==> config.mk <==
export PLATFORM = sky130hd
export DESIGN_NAME = bf_weight_loader_flat
export DESIGN_NICKNAME = d
export VERILOG_FILES = /design/src/rtl/bf_pkg.sv /design/src/rtl/bf_weight_loader_if.sv /design/src/rtl/bf_weight_bank.sv /design/src/rtl/bf_weight_loader.sv /design/src/flat_wrapper.sv
export SDC_FILE = /design/constraint.sdc
export NUM_CORES = 1
export LEC_CHECK = 0
export ABC_AREA = 1
export CAP_MARGIN = 20
export CORE_UTILIZATION = 25
export DETAILED_ROUTE_END_ITERATION = 6
export GPL_TIMING_DRIVEN = 1
export PLACE_DENSITY = 0.53
export SLEW_MARGIN = 40
export SYNTH_ARGS = -nofsm -noshare
export SYNTH_HDL_FRONTEND = slang
export SYNTH_SLANG_ARGS = --single-unit
==> constraint.sdc <==
create_clock -name clock -period 1.8 [get_ports clock]
set_input_delay 0.45 -clock clock [delete_from_list [all_inputs] [get_ports clock]]
set_output_delay 0.45 -clock clock [all_outputs]
set_load 0.01 [all_outputs]
==> src/rtl/bf_pkg.sv <==
// Shared constants, set encoding and loader state type for the beamformer weight loader.
package bf_pkg;

  localparam int unsigned NCH            = 8;
  localparam int unsigned WW             = 5;
  localparam int unsigned BF_FRAME_WORDS = 32;

  // Word index bits [4:3] select one of these weight sets.
  localparam logic [1:0] SET_COS1 = 2'd0;
  localparam logic [1:0] SET_SIN1 = 2'd1;
  localparam logic [1:0] SET_COS2 = 2'd2;
  localparam logic [1:0] SET_SIN2 = 2'd3;

  typedef enum logic [1:0] {
    IDLE = 2'd0,
    LOAD = 2'd1,
    FULL = 2'd2
  } bf_state_e;

endpackage

==> src/rtl/bf_weight_loader_if.sv <==
// Valid/ready weight stream into the loader; word 0 of each frame is tagged by s_sof.
interface bf_weight_loader_if #(
  parameter int unsigned WW = bf_pkg::WW
);

  logic          s_valid;
  logic          s_ready;
  logic          s_sof;
  logic [WW-1:0] s_data;

  modport master (
    output s_valid,
    output s_sof,
    output s_data,
    input  s_ready
  );

  modport slave (
    input  s_valid,
    input  s_sof,
    input  s_data,
    output s_ready
  );

endinterface

==> src/rtl/bf_weight_bank.sv <==
// Shadow and active weight register files; commit copies the whole shadow bank in one edge.
module bf_weight_bank #(
  parameter int unsigned NCH = bf_pkg::NCH,
  parameter int unsigned WW  = bf_pkg::WW,
  parameter int unsigned IW  = $clog2(4 * NCH)
) (
  input  logic                 clock,
  input  logic                 reset,
  input  logic                 wr_en,
  input  logic [IW-1:0]        wr_idx,
  input  logic [WW-1:0]        wr_data,
  input  logic                 commit,
  output logic signed [WW-1:0] w_cos_1 [NCH-1:0],
  output logic signed [WW-1:0] w_sin_1 [NCH-1:0],
  output logic signed [WW-1:0] w_cos_2 [NCH-1:0],
  output logic signed [WW-1:0] w_sin_2 [NCH-1:0]
);

  import bf_pkg::*;

  localparam int unsigned CW = $clog2(NCH);

  typedef logic signed [WW-1:0] w_t;

  w_t shadow_q [0:3][NCH-1:0];
  w_t shadow_d [0:3][NCH-1:0];
  w_t active_q [0:3][NCH-1:0];
  w_t active_d [0:3][NCH-1:0];

  logic [1:0]    wr_set;
  logic [CW-1:0] wr_ch;

  assign wr_set = wr_idx[IW-1:CW];
  assign wr_ch  = wr_idx[CW-1:0];

  // Shadow bank: single write port, word stored unmodified.
  always_comb begin
    shadow_d = shadow_q;
    if (wr_en) begin
      shadow_d[wr_set][wr_ch] = w_t'(wr_data);
    end
  end

  // Active bank: whole-bank copy on commit so consumers never see a mixed set.
  always_comb begin
    active_d = active_q;
    if (commit) begin
      active_d = shadow_q;
    end
  end

  // Register both banks; reset is the only thing that clears the shadow bank.
  always_ff @(posedge clock) begin
    if (!reset) begin
      shadow_q <= '{default: '0};
      active_q <= '{default: '0};
    end else begin
      shadow_q <= shadow_d;
      active_q <= active_d;
    end
  end

  assign w_cos_1 = active_q[SET_COS1];
  assign w_sin_1 = active_q[SET_SIN1];
  assign w_cos_2 = active_q[SET_COS2];
  assign w_sin_2 = active_q[SET_SIN2];

endmodule

==> src/rtl/bf_weight_loader.sv <==
// Double-buffered steering-weight loader: frame FSM, word counter, error flag and commit counter.
module bf_weight_loader #(
  parameter int unsigned NCH = bf_pkg::NCH,
  parameter int unsigned WW  = bf_pkg::WW
) (
  input  logic                 clock,
  input  logic                 reset,
  bf_weight_loader_if.slave    bus,
  input  logic                 apply,
  output logic signed [WW-1:0] w_cos_1 [NCH-1:0],
  output logic signed [WW-1:0] w_sin_1 [NCH-1:0],
  output logic signed [WW-1:0] w_cos_2 [NCH-1:0],
  output logic signed [WW-1:0] w_sin_2 [NCH-1:0],
  output logic                 full,
  output logic                 frame_err,
  output logic [7:0]           upd_cnt
);

  import bf_pkg::*;

  localparam int unsigned IW       = $clog2(4 * NCH);
  localparam logic [IW-1:0] LAST_IDX = IW'(4 * NCH - 1);

  bf_state_e     state_q, state_d;
  logic [IW-1:0] cnt_q, cnt_d;
  logic          frame_err_q, frame_err_d;
  logic [7:0]    upd_cnt_q, upd_cnt_d;

  logic          accept;
  logic          wr_en;
  logic [IW-1:0] wr_idx;
  logic          commit;

  // Ready is gated by reset directly so it is low for the whole reset period.
  assign bus.s_ready = reset && (state_q != FULL);
  assign accept      = bus.s_valid && bus.s_ready;

  // Next-state, shadow write and commit decode.
  always_comb begin
    state_d     = state_q;
    cnt_d       = cnt_q;
    frame_err_d = frame_err_q;
    upd_cnt_d   = upd_cnt_q;
    wr_en       = 1'b0;
    wr_idx      = cnt_q;
    commit      = 1'b0;

    case (state_q)
      IDLE: begin
        if (accept) begin
          if (bus.s_sof) begin
            wr_en   = 1'b1;
            wr_idx  = '0;
            cnt_d   = IW'(1);
            state_d = LOAD;
          end else begin
            frame_err_d = 1'b1;
          end
        end
      end
      LOAD: begin
        if (accept) begin
          wr_en = 1'b1;
          if (bus.s_sof) begin
            frame_err_d = 1'b1;
            wr_idx      = '0;
            cnt_d       = IW'(1);
          end else begin
            wr_idx = cnt_q;
            cnt_d  = cnt_q + IW'(1);
            if (cnt_q == LAST_IDX) begin
              state_d = FULL;
            end
          end
        end
      end
      FULL: begin
        if (apply) begin
          commit      = 1'b1;
          upd_cnt_d   = upd_cnt_q + 8'd1;
          frame_err_d = 1'b0;
          state_d     = IDLE;
        end
      end
      default: begin
        state_d = IDLE;
      end
    endcase
  end

  // State, counters and flags.
  always_ff @(posedge clock) begin
    if (!reset) begin
      state_q     <= IDLE;
      cnt_q       <= '0;
      frame_err_q <= 1'b0;
      upd_cnt_q   <= '0;
    end else begin
      state_q     <= state_d;
      cnt_q       <= cnt_d;
      frame_err_q <= frame_err_d;
      upd_cnt_q   <= upd_cnt_d;
    end
  end

  assign full      = (state_q == FULL);
  assign frame_err = frame_err_q;
  assign upd_cnt   = upd_cnt_q;

  bf_weight_bank #(
    .NCH (NCH),
    .WW  (WW),
    .IW  (IW)
  ) u_bank (
    .clock   (clock),
    .reset   (reset),
    .wr_en   (wr_en),
    .wr_idx  (wr_idx),
    .wr_data (bus.s_data),
    .commit  (commit),
    .w_cos_1 (w_cos_1),
    .w_sin_1 (w_sin_1),
    .w_cos_2 (w_cos_2),
    .w_sin_2 (w_sin_2)
  );

endmodule
==> src/flat_wrapper.sv <==
// flat-port wrapper written by rule: the top's interface ports become plain ports
module bf_weight_loader_flat import bf_pkg::*;
#(
  parameter int unsigned NCH = bf_pkg::NCH,
  parameter int unsigned WW  = bf_pkg::WW
)
  (clock, reset, apply, w_cos_1, w_sin_1, w_cos_2, w_sin_2, full, frame_err, upd_cnt, bus_s_valid, bus_s_sof, bus_s_data, bus_s_ready);
  bf_weight_loader_if #(.WW(WW)) bus_i ();
  input  logic clock;
  input  logic reset;
  input  logic apply;
  output logic signed [WW-1:0] w_cos_1[NCH-1:0];
  output logic signed [WW-1:0] w_sin_1[NCH-1:0];
  output logic signed [WW-1:0] w_cos_2[NCH-1:0];
  output logic signed [WW-1:0] w_sin_2[NCH-1:0];
  output logic full;
  output logic frame_err;
  output logic [7:0] upd_cnt;
  input wire logic [$bits(bus_i.s_valid)-1:0] bus_s_valid;
  input wire logic [$bits(bus_i.s_sof)-1:0] bus_s_sof;
  input wire logic [$bits(bus_i.s_data)-1:0] bus_s_data;
  output wire logic [$bits(bus_i.s_ready)-1:0] bus_s_ready;
  assign bus_i.s_valid = bus_s_valid;
  assign bus_i.s_sof = bus_s_sof;
  assign bus_i.s_data = bus_s_data;
  assign bus_s_ready = bus_i.s_ready;
  bf_weight_loader #(.NCH(NCH), .WW(WW)) u_core (.clock(clock), .reset(reset), .bus(bus_i), .apply(apply), .w_cos_1(w_cos_1), .w_sin_1(w_sin_1), .w_cos_2(w_cos_2), .w_sin_2(w_sin_2), .full(full), .frame_err(frame_err), .upd_cnt(upd_cnt));
endmodule
==> results_dict.tcl <==
set metrics [dict create \
    postLayoutCellArea_um2 17200 \
    detail-route-antenna-nets 0 \
    critPathCaptureType "flop" \
    fill_cells 5114 \
    power_density_nw_per_um2 1130 \
    route.detailed.drc 0 \
    postSynthNetCount 1686 \
    outcome "completed" \
    start_util_pct 25.6 \
    numPortBuffers 180 \
    drv_cap 0 \
    layout-drive-gt1-share_pct 13.5 \
    crit_path_max_fanout 5 \
    wire_length_of_the_first_global_routing_pass_um 58700 \
    floorplan.die_area_um2 50100 \
    min_path_type "in -> reg" \
    worstSetupStartpointType "input pin" \
    ctsRootBufferMaster "sky130_fd_sc_hd__clkbuf_16" \
    final_total_negative_setup_slack_ns 0 \
    drt-vias-per-instance 4.34 \
    postSynthRegisterBits 336 \
    worstSetupStartpoint "bus_s_sof" \
    grt_util_all_layers_pct 14.9 \
    clock_buffer_count_from_cts 39 \
    ir_drop_uv 653 \
    nNetsFinal 1926 \
    wl_per_cell_um 14.8 \
    clock_tree.buffer_depth 3 \
    multi_input_area_um2 5340 \
    timing.critical_path.required_ns 2.28 \
    finalWeightedCongestion 0.792 \
    die-width_um 224 \
    clock_insertion_delay_worst_skew_ns 0.54 \
    area.growth.synth_to_final_pct 39.6 \
    yosysSeqAreaShare_pct 54.7 \
    grt_remaining_overflow 0 \
    slew_at_the_pin_with_the_worst_max_slew_slack_ns 0.629 \
    post_synth.cell_area_avg_um2 7.36 \
    firstDrtPassIters 5 \
    synth.distinct_cells 25 \
    power.static_leakage_nw 8.03 \
    htree_num_levels 2 \
    timing.clock.skew_ns 0.00928 \
    antenna_found_initial 1 \
    violation_count_after_the_first_detailed_route_iteration 674 \
    synthesis.area_um2 12300 \
    setup_viol 0 \
    post-route-period-util_pct 99.8 \
    place.detailed.hpwl_um 25000 \
    path_clk_slew_ns 0.06 \
    max-slew-margin-rel_pct 57.7 \
    total_via_count_in_the_routed_design 11271 \
    die_height_um 224 \
    worst-endpoint-arrival_ns 2.27 \
    register_area_um2 6740 \
    final_max_slew_viol_count 0 \
    timing.final.crit_period_ns 1.80 \
    timing_worst_setup_path_type "in -> reg" \
    number_of_failing_hold_endpoints_at_the_final_stage 0 \
    grt_start_max_net_pins 146 \
    grt_pass1_vias 10621 \
    routed_wirelength_um 38400 \
    top_level_ports 181 \
    hp-start "reset" \
    total_power_w 0.0194 \
    core_area_um2 48100 \
    synth_warnings 0 \
    clock_tree_from_tritoncts "done" \
    dp_area_um2 15400 \
    cts_num_sinks 336 \
    regToRegStartpoint "u_core.state_q[0]" \
    rsz0062_at_grt "yes" \
    achievable-frequency_mhz 557 \
    synthesis.instances 1673 \
    num_rows 80 \
]
## cell usage in the layout, fill, tap and decap left out, drive strengths merged
cell type      Yosys  final
nor2             670    675
clkinv             1      4
diode              0      1
buf               32    114
inv               39     39
nand4             14     15
clkdlybuf4s50      0      8
clkbuf            67     62
nor3              23     23
nand3             34     34
o21ai            227    227
a21oi             16     16
ha                 3      3
dlygate4sd2        0    169
bufinv             0      3
a31oi              1      1
nand2            207    207
o211ai             1      1
dfxtp            336    336
o21a               1      1
o31ai              1      1
## power by group
group | switching (W) | leakage, nW | internal, W
clock network | 0.00307 | 0.661 | 0.00509
registers | 0.000318 | 2.72 | 0.00801
logic | 0.00175 | 4.65 | 0.00119
## kinds of logic (layout without fill, tap and decap cells)
kind of cell | count (synthesis) | in the layout | synth area share, %
simple gates | 948 | 954 | 30.4
flops | 336 | 336 | 54.7
compound gates | 247 | 247 | 10.1
buf+inv | 139 | 399 | 4.49
fa+ha+maj | 3 | 3 | 0.305
other cells | 0 | 1 | 0
## area by class of cell
cell class | count | share of cell area (%)
multi-input combinational | 1204 | 31.1
inverter | 40 | 0.961
tap | 656 | 4.78
clock buffer | 61 | 7.17
antenna | 1 | 0.0146
timing repair buffer | 292 | 16.2
sequential | 336 | 39.2
clock inverter | 6 | 0.612
## per-layer routing
metal / wire length [um] / vias to the layer above / global-route usage [%]
met5: 0 / - / 0
met4: 1090 / 0 / 5.61
met3: 1780 / 66 / 3.07
met2: 17700 / 244 / 24.2
met1: 17800 / 5175 / 19.4
li1: - / 5786 / -
## registers in the layout, summed over array words and instances (netlist names)
register                count
u_core.u_bank.w_cos_2      40
u_core.cnt_q                5
u_core.u_bank.w_sin_1      40
u_core.u_bank.w_sin_2      40
u_core.upd_cnt              8
u_core.frame_err            1
u_core.u_bank.shadow_q    160
u_core.state_q              2
u_core.u_bank.w_cos_1      40
## path summary, 6_finish.rpt
check	endpoint	slack, ns	cells past startpoint
setup reg to reg	u_core.u_bank.shadow_q[108]	0.01	10
setup / recovery	u_core.u_bank.shadow_q[136]	0.004	12
hold / removal	u_core.state_q[0]	0.41	4
hold reg to reg	u_core.u_bank.shadow_q[18]	0.48	2
## timing repair
item / 4_1_cts / 5_1_grt
buffers inserted: 4 / 17
gates resized for setup: 207 / 106
setup endpoints to repair: 266 / 260
pin swaps: 8 / 31
hold buffers: 0 / 0
gates cloned: 0 / 9
## synthesized netlist by cell type, drive strengths merged
master | number | share of area (%)
a31oi | 1 | 0.051
a21oi | 16 | 0.65
nand3 | 34 | 1.4
clkbuf | 67 | 2.0
ha | 3 | 0.31
o31ai | 1 | 0.061
dfxtp | 336 | 55
o21a | 1 | 0.061
o211ai | 1 | 0.061
nor2 | 670 | 21
nor3 | 23 | 0.94
nand4 | 14 | 0.88
buf | 32 | 1.2
inv | 39 | 1.2
nand2 | 207 | 6.4
o21ai | 227 | 9.2
clkinv | 1 | 0.030
## stage by stage
step	util (%)	instances	worst slack, ns	hold slack (ns)
after floorplan	-	1673	0.0447	0.450
after global placement	32.1	2499	-0.675	0.462
after detailed placement	32.1	2499	-0.701	0.469
after CTS	34.6	2570	-0.0104	0.323
after global routing	35.7	2596	-0.106	0.394
final	35.7	2596	0.00369	0.409
## critical path, stage by stage
cell and delay, ns:
sky130_fd_sc_hd__clkdlybuf4s50_1 0.52, sky130_fd_sc_hd__inv_2 0.07, sky130_fd_sc_hd__nor2_4 0.15, sky130_fd_sc_hd__nand4_2 0.19, sky130_fd_sc_hd__buf_4 0.20, sky130_fd_sc_hd__buf_4 0.13
sky130_fd_sc_hd__nand3_1 0.11, sky130_fd_sc_hd__nor2_1 0.08, sky130_fd_sc_hd__buf_4 0.15, sky130_fd_sc_hd__nand3_1 0.06, sky130_fd_sc_hd__nand2_1 0.05, sky130_fd_sc_hd__nor2_1 0.11
No activity file was read; power rests on OpenSTA's default activity.
